`src/rtl/sysbus_download_master.sv`:
```
// rtl/sysbus_download_master.sv - host byte-stream to system peripheral bus initiator for download mode
module sysbus_download_master #(
    parameter int ADDR_W  = 8,
    parameter int TIMEOUT = 1_000_000,
    parameter int RD_LAT  = 1
) (
    input  logic              hb_clk,
    input  logic              rst_n,
    input  logic [7:0]        rx_data,
    input  logic              rx_valid,
    output logic              rx_ready,
    output logic [7:0]        tx_data,
    output logic              tx_valid,
    input  logic              tx_ready,
    output logic [ADDR_W-1:0] bus_raddr,
    output logic [ADDR_W-1:0] bus_waddr,
    output logic [31:0]       bus_wdata,
    output logic              bus_ren,
    output logic              bus_wen,
    input  logic [31:0]       bus_rdata,
    output logic              busy
);

    localparam logic [7:0] OP_WR = 8'h57;
    localparam logic [7:0] OP_RD = 8'h52;
    localparam logic [7:0] ACK   = 8'h06;
    localparam logic [7:0] NAK   = 8'h15;
    localparam int         TO_W  = $clog2(TIMEOUT + 1);

    typedef enum logic [2:0] {
        S_IDLE,
        S_ADDR,
        S_DATA,
        S_BUS_WR,
        S_BUS_RD,
        S_RD_WAIT,
        S_RESP
    } state_t;

    state_t            state;
    state_t            state_nx;
    logic              is_wr;
    logic [ADDR_W-1:0] addr_q;
    logic [23:0]       wbuf;
    logic [31:0]       wdata_q;
    logic [31:0]       resp_q;
    logic [1:0]        idx;
    logic [1:0]        last_idx;
    logic [TO_W-1:0]   to_cnt;
    logic [2:0]        lat_cnt;

    logic              accept;
    logic              timed_out;
    logic              lat_done;
    logic [ADDR_W+7:0] addr_ext;

    assign accept    = rx_valid && rx_ready;
    assign timed_out = (to_cnt == TO_W'(TIMEOUT - 1)) && !accept;
    assign lat_done  = (lat_cnt == 3'(RD_LAT - 1));
    // Widen first so the address byte either zero-extends or truncates cleanly.
    assign addr_ext  = {{ADDR_W{1'b0}}, rx_data};

    assign bus_raddr = addr_q;
    assign bus_waddr = addr_q;
    assign bus_wdata = wdata_q;
    assign tx_data   = resp_q[{idx, 3'b000} +: 8];
    assign busy      = (state != S_IDLE);

    always_ff @(posedge hb_clk or negedge rst_n) begin
        if (!rst_n) begin
            state <= S_IDLE;
        end else begin
            state <= state_nx;
        end
    end

    always_comb begin
        state_nx = state;
        rx_ready = 1'b0;
        tx_valid = 1'b0;
        bus_wen  = 1'b0;
        bus_ren  = 1'b0;
        case (state)
            S_IDLE: begin
                rx_ready = 1'b1;
                if (accept) begin
                    state_nx = (rx_data == OP_WR || rx_data == OP_RD) ? S_ADDR : S_RESP;
                end
            end
            S_ADDR: begin
                rx_ready = 1'b1;
                if (accept) begin
                    state_nx = is_wr ? S_DATA : S_BUS_RD;
                end else if (timed_out) begin
                    state_nx = S_IDLE;
                end
            end
            S_DATA: begin
                rx_ready = 1'b1;
                if (accept && idx == 2'd3) begin
                    state_nx = S_BUS_WR;
                end else if (timed_out) begin
                    state_nx = S_IDLE;
                end
            end
            S_BUS_WR: begin
                bus_wen  = 1'b1;
                state_nx = S_RESP;
            end
            S_BUS_RD: begin
                bus_ren  = 1'b1;
                state_nx = S_RD_WAIT;
            end
            S_RD_WAIT: begin
                if (lat_done) begin
                    state_nx = S_RESP;
                end
            end
            S_RESP: begin
                tx_valid = 1'b1;
                if (tx_ready && idx == last_idx) begin
                    state_nx = S_IDLE;
                end
            end
            default: state_nx = S_IDLE;
        endcase
    end

    always_ff @(posedge hb_clk or negedge rst_n) begin
        if (!rst_n) begin
            is_wr    <= 1'b0;
            addr_q   <= '0;
            wbuf     <= '0;
            wdata_q  <= '0;
            resp_q   <= '0;
            idx      <= '0;
            last_idx <= '0;
            to_cnt   <= '0;
            lat_cnt  <= '0;
        end else begin
            to_cnt <= '0;
            case (state)
                S_IDLE: begin
                    idx <= '0;
                    if (accept) begin
                        is_wr    <= (rx_data == OP_WR);
                        resp_q   <= {24'h0, NAK};
                        last_idx <= '0;
                    end
                end
                S_ADDR, S_DATA: begin
                    if (accept) begin
                        if (state == S_ADDR) begin
                            addr_q <= addr_ext[ADDR_W-1:0];
                            idx    <= '0;
                        end else if (idx == 2'd3) begin
                            // The full word lands at once so bus_wdata never shows a partial frame.
                            wdata_q <= {rx_data, wbuf};
                            idx     <= '0;
                        end else begin
                            wbuf[{idx, 3'b000} +: 8] <= rx_data;
                            idx                      <= idx + 2'd1;
                        end
                    end else if (!timed_out) begin
                        to_cnt <= to_cnt + 1'b1;
                    end
                end
                S_BUS_WR: begin
                    resp_q   <= {24'h0, ACK};
                    idx      <= '0;
                    last_idx <= '0;
                end
                S_BUS_RD: begin
                    lat_cnt <= '0;
                end
                S_RD_WAIT: begin
                    lat_cnt <= lat_cnt + 3'd1;
                    if (lat_done) begin
                        resp_q   <= bus_rdata;
                        idx      <= '0;
                        last_idx <= 2'd3;
                    end
                end
                S_RESP: begin
                    if (tx_ready) begin
                        idx <= (idx == last_idx) ? 2'd0 : idx + 2'd1;
                    end
                end
                default: ;
            endcase
        end
    end

endmodule

```
`config.mk`:
```
export PLATFORM = sky130hd
export DESIGN_NAME = sysbus_download_master
export DESIGN_NICKNAME = d
export VERILOG_FILES = /design/src/rtl/sysbus_download_master.sv
export SDC_FILE = /design/constraint.sdc
export NUM_CORES = 1
export LEC_CHECK = 0
export ABC_AREA = 0
export CORE_MARGIN = 2
export CORE_UTILIZATION = 57
export DETAILED_ROUTE_END_ITERATION = 6
export GPL_TIMING_DRIVEN = 0
export PLACE_DENSITY = 0.84
export SLEW_MARGIN = 25
export SYNTH_ARGS = -nofsm -noshare
export SYNTH_HDL_FRONTEND = slang
export SYNTH_SLANG_ARGS = --single-unit
```
`constraint.sdc`:
```
create_clock -name hb_clk -period 4.6 [get_ports hb_clk]
set_clock_uncertainty 0.15 [all_clocks]
set_input_delay 1.15 -clock hb_clk [delete_from_list [all_inputs] [get_ports hb_clk]]
set_output_delay 1.15 -clock hb_clk [all_outputs]
set_load 0.02 [all_outputs]
```
Word level (Yosys, flattened, before mapping)
Cells that the tools add are included.

Add/subtract/negate cells: 4. Eq/ne operators: 16. Shift-type cells: 3. Muxes and demuxes: 31. Bitwise gates (word level): 2. Reduce and logical (&&, ||, !) cells: 22.

Operator list (number): one-hot mux 32 bit (3 select lines) (1); two-way mux 32 bit (2); two-way mux 20 bit (3); indexed part select 32 x 6 -> 8 bit (1); bitwise mux 24 bit (1); two-way mux 3 bit (8); variable shift 8 x 7 -> 24 bit (first input constant) (1); indexed part select 8 x 7 -> 24 bit (1); one-hot mux 3 bit (7 select lines) (1); adder 20 x 1 -> 20 bit (second input constant) (1); == test 20 bit (second input constant) (1); == test 8 x 7 -> 1 bit (second input constant) (2); two-way mux 2 bit (8); AND reduction 4 bit (3); inequality test 2 bit (second input constant) (5); == test 3 bit (second input constant) (3); AND reduction 3 bit (3); one-hot mux 2 bit (4 select lines) (1); negator 5 -> 7 bit (1); == test 3 x 2 -> 1 bit (second input constant) (2); zero test 3 bit (2); one-hot mux 2 bit (3 select lines) (1); one-hot mux 3 bit (2 select lines) (1); nonzero test 3 bit (2); other kinds (15) (23).

Flip-flop bits (word level): 127. Bits of input ports: 44. Output and inout port bits: 61.

Logic depth before layout (Yosys ltp)
Gate-level depths: netlist of run 1.

Depth after elaboration: 9. Mapped depth: 7. Mapped depth without buffers: 6.

Worst setup path after synthesis of run 1
Ideal clock, no wire load.

Path type: reg-to-output. Start point: register idx[0]. End point: output tx_data[1]. Arrival: 1.534 ns. Path slack: 1.766 ns. Cell stages (with the launch flop): 3. Buffers on the path: 1. Cell sequence: dfrtp_1 -> buf_1 -> mux4_2.

Cells in the longest elaborated chain, start to end: 1.

Ends and longest elaborated chain: start: declaration (line 47) `logic [1:0] idx;`; start signal: assignment (line 162) `idx <= idx + 2'd1;`; start signal: assignment (line 186) `idx <= (idx == last_idx) ? 2'd0 : idx + 2'd1;`; indexed part select 32 x 6 -> 8 bit (line 66) `assign tx_data = resp_q[{idx, 3'b000} +: 8];`; end: declaration (line 12) `output logic [7:0] tx_data,`.

Every way passes these cells.

Worst setup path after layout of run 1
Start point: register idx[0]. End point: output tx_data[7].

Same word-level chain as after synthesis.

==> run metrics, run 1 <==
status=complete, no violations; worst path cell trace=buf_1 -> mux4_2 -> clkdlybuf4s50_1; Pwr Density=629 nW/µm²; first-pass GRT wire length=24100 µm; Syn Area/Cell=11.3 µm²; CTS Buffer Depth=2; WL final=14600 µm; largest net degree at the start of global routing=88; clock sinks=approximately 130; post-CTS sizing=0; Final Hold Vio Count=0; CTS Hold Buffers Added=0; Max Slew Vio Count=0; DP Wirelength=~9600 µm; Reg2Reg Launch Point=idx[1]; Detail Route met3 WL=830 µm; Die Y=104 µm; R2R cell count=6; share of post-route cells with drive strength above 1=16.1%; RSZ-0062 raised after global routing=false; Via Count=4588; placed cell count=747; P_sw=1.63 mW; Skew-Pair Late Insertion Delay=between 0.5 and 0.6 ns; critical path type=flop to output port; Worst EP required=approximately 3.3 ns; Cell Count, Final, Fillers Out=778; HP Class=flop to flop; Post-Syn Instances=509; Post-Syn Nets=around 560; Chip Width=104 µm; drt first-iter violations=321; Post-DRT Antenna Nets=0; Max stage delay on crit path=between 0.6 and 0.7 ns; Max-slew headroom=39.0%; Reg2Reg Setup Slack=roughly 1.8 ns; CTS buffer count=17; crit end category=output port; clock power share=28.7%; EDFF count, synth=0; Seq cells post-synth=between 100 and 150; CP max FO=10; crit share post-route=90.1%; Placer Congestion=0.919; initial antenna violation count=0; drt pass-1 iters=5; utilization after layout=between 70% and 80%; DRC=0; uppermost layer routed=met4; total gr overflow=0; ys flop type=dfrtp_1; logic gate share of total power=37.4%; diode count=0; crit path DAT=2.84 ns; GRT Total Usage=28.4%; clock period minus worst slack=4.14 ns; CTS H-tree lvls=4; sw frac=between 30% and 40%; Leak=3.30 nW; Ys Warns=0; post-synthesis cell type count=58; critical-path cell with the highest stage delay=buf_1; Die ar.=~11000 µm²; sequential fraction of the synthesis area=roughly 55%; Nets=roughly 690; WL/cell=18.7 µm; Routed met2 length=about 7400 µm; r2r endpoint=wbuf[2]; Max IR drop VDD=0.377 mV; startpoint class of the critical path=flop; M1 wire length=5880 µm; Post-synth ARST share=between 90% and 100%; CTS Root Cell=clkbuf_8; synthesis-to-finish area growth=32.2%; Initial Util=58.7%; fin worst setup slack=0.456 ns; Worst Tran Pin Value=0.913 ns; vias per cell=5.90; highest clock rate=241 MHz; max-cap violation count=0; # rows=36; Post-CTS Setup Repair Bufs=0; post-synthesis instance area=5740 µm²; part of the power in registers=around 34%; Top-Level Pins=105; vias in the first global route=4713; worst hold stages=2; pre-CTS WS=1.01 ns; Hold Startpoint=wbuf[15]; CTS clk-pin slew, worst paths=0.06 ns; core footprint=9770 µm²; CTS tree=yes; Final setup viols=0; Internal=3.14 mW; IO buf count=104; Hold Path End=wbuf[15]
-- registers in the layout, indices dropped and copies added (netlist names) --
signal / count
last_idx: 1
idx: 2
resp_q: 32
bus_wdata: 32
state: 3
wbuf: 24
is_wr: 1
bus_raddr: 8
lat_cnt: 3
to_cnt: 20
-- worst max-delay path: cells and delay by family (launching register included) --
kind | cells | cell delay (ns)
mux | 1 | 0.61
flops | 1 | 0.48
buf+inv | 2 | 1.23
-- cells by family (layout without fill, tap and decap cells) --
group	count (synthesis)	in the layout	share of synthesized area, %
flip-flops	126	126	55.0
AND/OR/NAND/NOR	154	154	13.6
buffers and inverters	52	188	4.06
XOR/XNOR	12	12	1.83
AO/OA/AOI/OAI	108	108	12.7
adder cells (fa/ha/maj)	8	8	1.74
multiplexers	49	49	11.2
-- synthesized netlist by cell type (2+ instances only) --
master | count | area, µm²
nand2b_1 | 5 | 31.3
buf_1 | 5 | 18.8
nor3b_1 | 3 | 22.5
nand4_1 | 4 | 25.0
or4_1 | 5 | 37.5
o22ai_1 | 2 | 12.5
buf_4 | 9 | 67.6
o31ai_1 | 2 | 15.0
dfrtp_1 | 126 | 3150
nor4_1 | 2 | 12.5
nor3_1 | 6 | 30.0
a22o_1 | 30 | 263
ha_1 | 8 | 100
and2_1 | 4 | 25.0
a21oi_1 | 15 | 75.1
xnor2_1 | 7 | 61.3
a211oi_1 | 2 | 15.0
o21ai_0 | 40 | 200
buf_2 | 3 | 15.0
or3_2 | 3 | 22.5
nand2_1 | 64 | 240
or4_4 | 2 | 22.5
and3_1 | 3 | 18.8
inv_1 | 17 | 63.8
nor2_1 | 23 | 86.3
nor4bb_1 | 2 | 20.0
mux2_2 | 40 | 450
a21o_1 | 2 | 15.0
mux4_2 | 8 | 180
nand3_1 | 15 | 75.1
clkbuf_1 | 18 | 67.6
or3_1 | 4 | 25.0
xor2_1 | 5 | 43.8
-- metrics by stage --
stage	power, mW	area, µm²	setup TNS [ns]	hold slack (ns)
3_5_place_dp	3.37	6980	0	0.320
5_1_grt	5.00	7580	0	0.353
3_3_place_gp	3.29	6940	-305.07	0.312
2_1_floorplan	2.68	5740	0	0.296
4_1_cts	4.78	7580	0	0.335
6_report	4.77	7580	0	0.335
-- routing by layer --
metal  vias to the layer above  global-route usage, %
li1                       2069                      -
met1                      2288                   35.6
met2                       192                   47.3
met3                        39                   7.02
met4                         0                   12.0
met5                         -                      0
-- how the worst max path moves through the flow --
stage,depth (start not counted),endpoint,startpoint,slack (ns)
after floorplan,2,tx_data[1],idx[0],1.77
after global routing,3,tx_data[7],idx[0],0.30
after CTS,3,tx_data[7],idx[0],0.43
after global placement,1,resp_q[19],rst_n,-2.43
final,3,tx_data[7],idx[0],0.46
after detailed placement,3,tx_data[7],idx[0],1.01
-- layout by cell type, fill, tap and decap left out, types with 3 or more instances in the layout --
| cell type | synthesis | final |
|---|---|---|
| mux2_2 | 40 | 40 |
| xnor2_1 | 7 | 7 |
| a21oi_1 | 15 | 15 |
| or3_1 | 4 | 4 |
| and2_1 | 4 | 4 |
| nor2_1 | 23 | 23 |
| nand2b_1 | 5 | 5 |
| clkbuf_1 | 18 | 20 |
| buf_1 | 5 | 5 |
| clkbuf_16 | 0 | 16 |
| buf_2 | 3 | 3 |
| inv_1 | 17 | 17 |
| nor3_1 | 6 | 6 |
| and3_1 | 3 | 3 |
| dfrtp_1 | 126 | 126 |
| or3_2 | 3 | 3 |
| xor2_1 | 5 | 5 |
| bufinv_16 | 0 | 4 |
| clkdlybuf4s50_1 | 0 | 103 |
| or4_1 | 5 | 5 |
| ha_1 | 8 | 8 |
| a22o_1 | 30 | 30 |
| nand4_1 | 4 | 4 |
| nand2_1 | 64 | 64 |
| nand3_1 | 15 | 15 |
| clkinvlp_4 | 0 | 3 |
| buf_4 | 9 | 9 |
| o21ai_0 | 40 | 40 |
| mux4_2 | 8 | 8 |
| clkinv_2 | 0 | 3 |
-- cell type report --
type | instances | area [µm²]
plain buffers | 35 | 169
clock buffers | 20 | 435
clock inverters | 11 | 166
fillers | 605 | 2190
inverters | 17 | 63.8
multi-input cells | 331 | 2360
flip-flops and latches | 126 | 3150
well taps | 133 | 166
repair buffers | 105 | 1070
-- power groups by stage --
| stage | sequential [mW] | clock [mW] | combinational, mW |
|---|---|---|---|
| after CTS | 1.61 | 1.39 | 1.78 |
| after global placement | 1.60 | 0 | 1.69 |
| after global routing | 1.65 | 1.44 | 1.91 |
| after detailed placement | 1.62 | 0 | 1.75 |
| final | 1.62 | 1.37 | 1.78 |
| after floorplan | 1.65 | 0 | 1.02 |
No activity file was read; power rests on OpenSTA's default activity.
==> inputs of run 2 (changes only) <==
--- a/config.mk
+++ b/config.mk
@@ -6,12 +6,13 @@
 export NUM_CORES = 1
 export LEC_CHECK = 0
 export ABC_AREA = 0
+export CAP_MARGIN = 20
 export CORE_MARGIN = 2
 export CORE_UTILIZATION = 57
 export DETAILED_ROUTE_END_ITERATION = 6
 export GPL_TIMING_DRIVEN = 0
 export PLACE_DENSITY = 0.84
-export SLEW_MARGIN = 25
+export SLEW_MARGIN = 15
 export SYNTH_ARGS = -nofsm -noshare
 export SYNTH_HDL_FRONTEND = slang
 export SYNTH_SLANG_ARGS = --single-unit
==> run metrics, run 2 (synthesized netlist as in run 1, its figures left out) <==
status=complete, no violations; sw frac=about a third; initial antenna violation count=0; vias in the first global route=4713; worst hold stages=2; Via Count=4567; Hold Startpoint=wbuf[15]; Final setup viols=0; Final Hold Vio Count=0; Top delay family on crit path=buffers and inverters; CP max FO=10; CTS Buffer Depth=2; CP bufs+invs=2; commonest non-fill, non-tap cell in the layout=dfrtp_1; synthesis-to-finish area growth=32.0%; Max-slew headroom=34.1%; part of the power in registers=33.9%; Max stage delay on crit path=0.64 ns; CTS tree=yes; WL final=14600 µm; CTS H-tree lvls=4; IO buf count=~100; GRT Total Usage=28.4%; crit path DAT=2.83 ns; Chip Width=104 µm; CTS Hold Buffers Added=0; CTS Root Cell=clkbuf_8; DRC=0; P_sw=1.64 mW; crit end category=output port; Post-CTS Setup Repair Bufs=0; Sum Neg Setup Slack=0 ns; Reg2Reg Setup Slack=1.71 ns; vias per cell=5.87; startpoint class of the critical path=flop; Max IR drop VDD=0.377 mV; Pwr Density=630 nW/µm²; Post-DRT Antenna Nets=0; clock power share=28.7%; post-CTS sizing=0; fin worst setup slack=0.467 ns; worst path cell trace=buf_1 -> mux4_2 -> clkdlybuf4s50_1; clock period minus worst slack=between 4 and 5 ns; Initial Util=approximately three fifths; r2r endpoint=wbuf[21]; # rows=36; CTS clk-pin slew, worst paths=0.06 ns; critical-path cell with the highest stage delay=buf_1; overall power=4.77 mW; CTS buffer count=17; Worst Tran Pin Value=roughly 0.99 ns; RSZ-0062 raised after global routing=false; pre-CTS WS=between 1 and 1.5 ns; Skew-Pair Late Insertion Delay=approximately 0.53 ns; drt first-iter violations=approximately 340; crit share post-route=89.8%; WL/cell=18.8 µm; most frequent cells in the layout=126 x dfrtp_1, 103 x clkdlybuf4s50_1, 64 x nand2_1, 40 x o21ai_0, 40 x mux2_2; DP Wirelength=9590 µm; first-pass GRT wire length=approximately 24000 µm; Die ar.=10900 µm²; share of post-route cells with drive strength above 1=16.0%; diode count=0; total gr overflow=0; clock sinks=between 100 and 150; highest clock rate=~240 MHz; Worst EP required=3.30 ns; HP Class=flop to flop; R2R cell count=6; core footprint=9770 µm²; Reg2Reg Launch Point=idx[1]; Die Y=104 µm; largest net degree at the start of global routing=88; max-cap violation count=0; drt pass-1 iters=5; Internal=3.13 mW; Hold Path End=wbuf[15]; critical path type=flop to output port; Max Slew Vio Count=0; Placer Congestion=0.919; Leak=approximately 3.3 nW; Top-Level Pins=105; Nets=685; logic gate share of total power=37.4%
## run 2: per-stage QoR
stage	cell area (µm²)	instances	hold WS, ns	util [%]
floorplan	5740	509	0.296	-
global placement	6940	746	0.312	71.0
detailed placement	6970	747	0.320	71.3
CTS	7570	778	0.335	77.5
global route	7570	778	0.357	77.5
finish	7570	778	0.335	77.5
## run 2: how the worst max path moves through the flow
stage               slack, ns  cells after the start  startpoint    endpoint
global placement        -2.43                      1       rst_n  resp_q[19]
detailed placement       1.01                      3      idx[0]  tx_data[7]
global route             0.32                      3      idx[0]  tx_data[7]
floorplan                1.77                      2      idx[0]  tx_data[1]
finish                   0.47                      3      idx[0]  tx_data[7]
CTS                      0.43                      3      idx[0]  tx_data[7]
## run 2: worst reg2reg max path: cells and delay by family (launching register included)
family	cells	cell delay, ns
buffers and inverters	2	0.68
flip-flops	1	0.40
AND/OR/NAND/NOR	2	0.95
adder cells (fa/ha/maj)	1	0.40
AO/OA/AOI/OAI	1	0.20
## run 2: power by group through the flow
stage               clock network (mW)  logic [mW]  registers [mW]
finish                            1.37        1.79            1.62
floorplan                            0        1.02            1.65
global route                      1.44        1.90            1.65
detailed placement                   0        1.75            1.62
CTS                               1.39        1.78            1.61
global placement                     0        1.69            1.60
## run 2: per-layer routing
| metal | vias up | share of wire (%) | GRT usage, % |
|---|---|---|---|
| met1 | 2264 | 41 | 35.5 |
| met3 | 42 | 5.8 | 7.02 |
| li1 | 2067 | - | - |
| met5 | - | 0 | 0 |
| met4 | 0 | 3.0 | 12.0 |
| met2 | 194 | 51 | 47.3 |
## run 2: area by class of cell
| class | instances | area [µm²] |
|---|---|---|
| Fill cell | 606 | 2200 |
| Sequential cell | 126 | 3150 |
| Clock inverter | 11 | 166 |
| Clock buffer | 20 | 435 |
| Multi-Input combinational cell | 331 | 2350 |
| Inverter | 17 | 63.8 |
| Buffer | 35 | 169 |
| Timing Repair Buffer | 105 | 1070 |
| Tap cell | 133 | 166 |
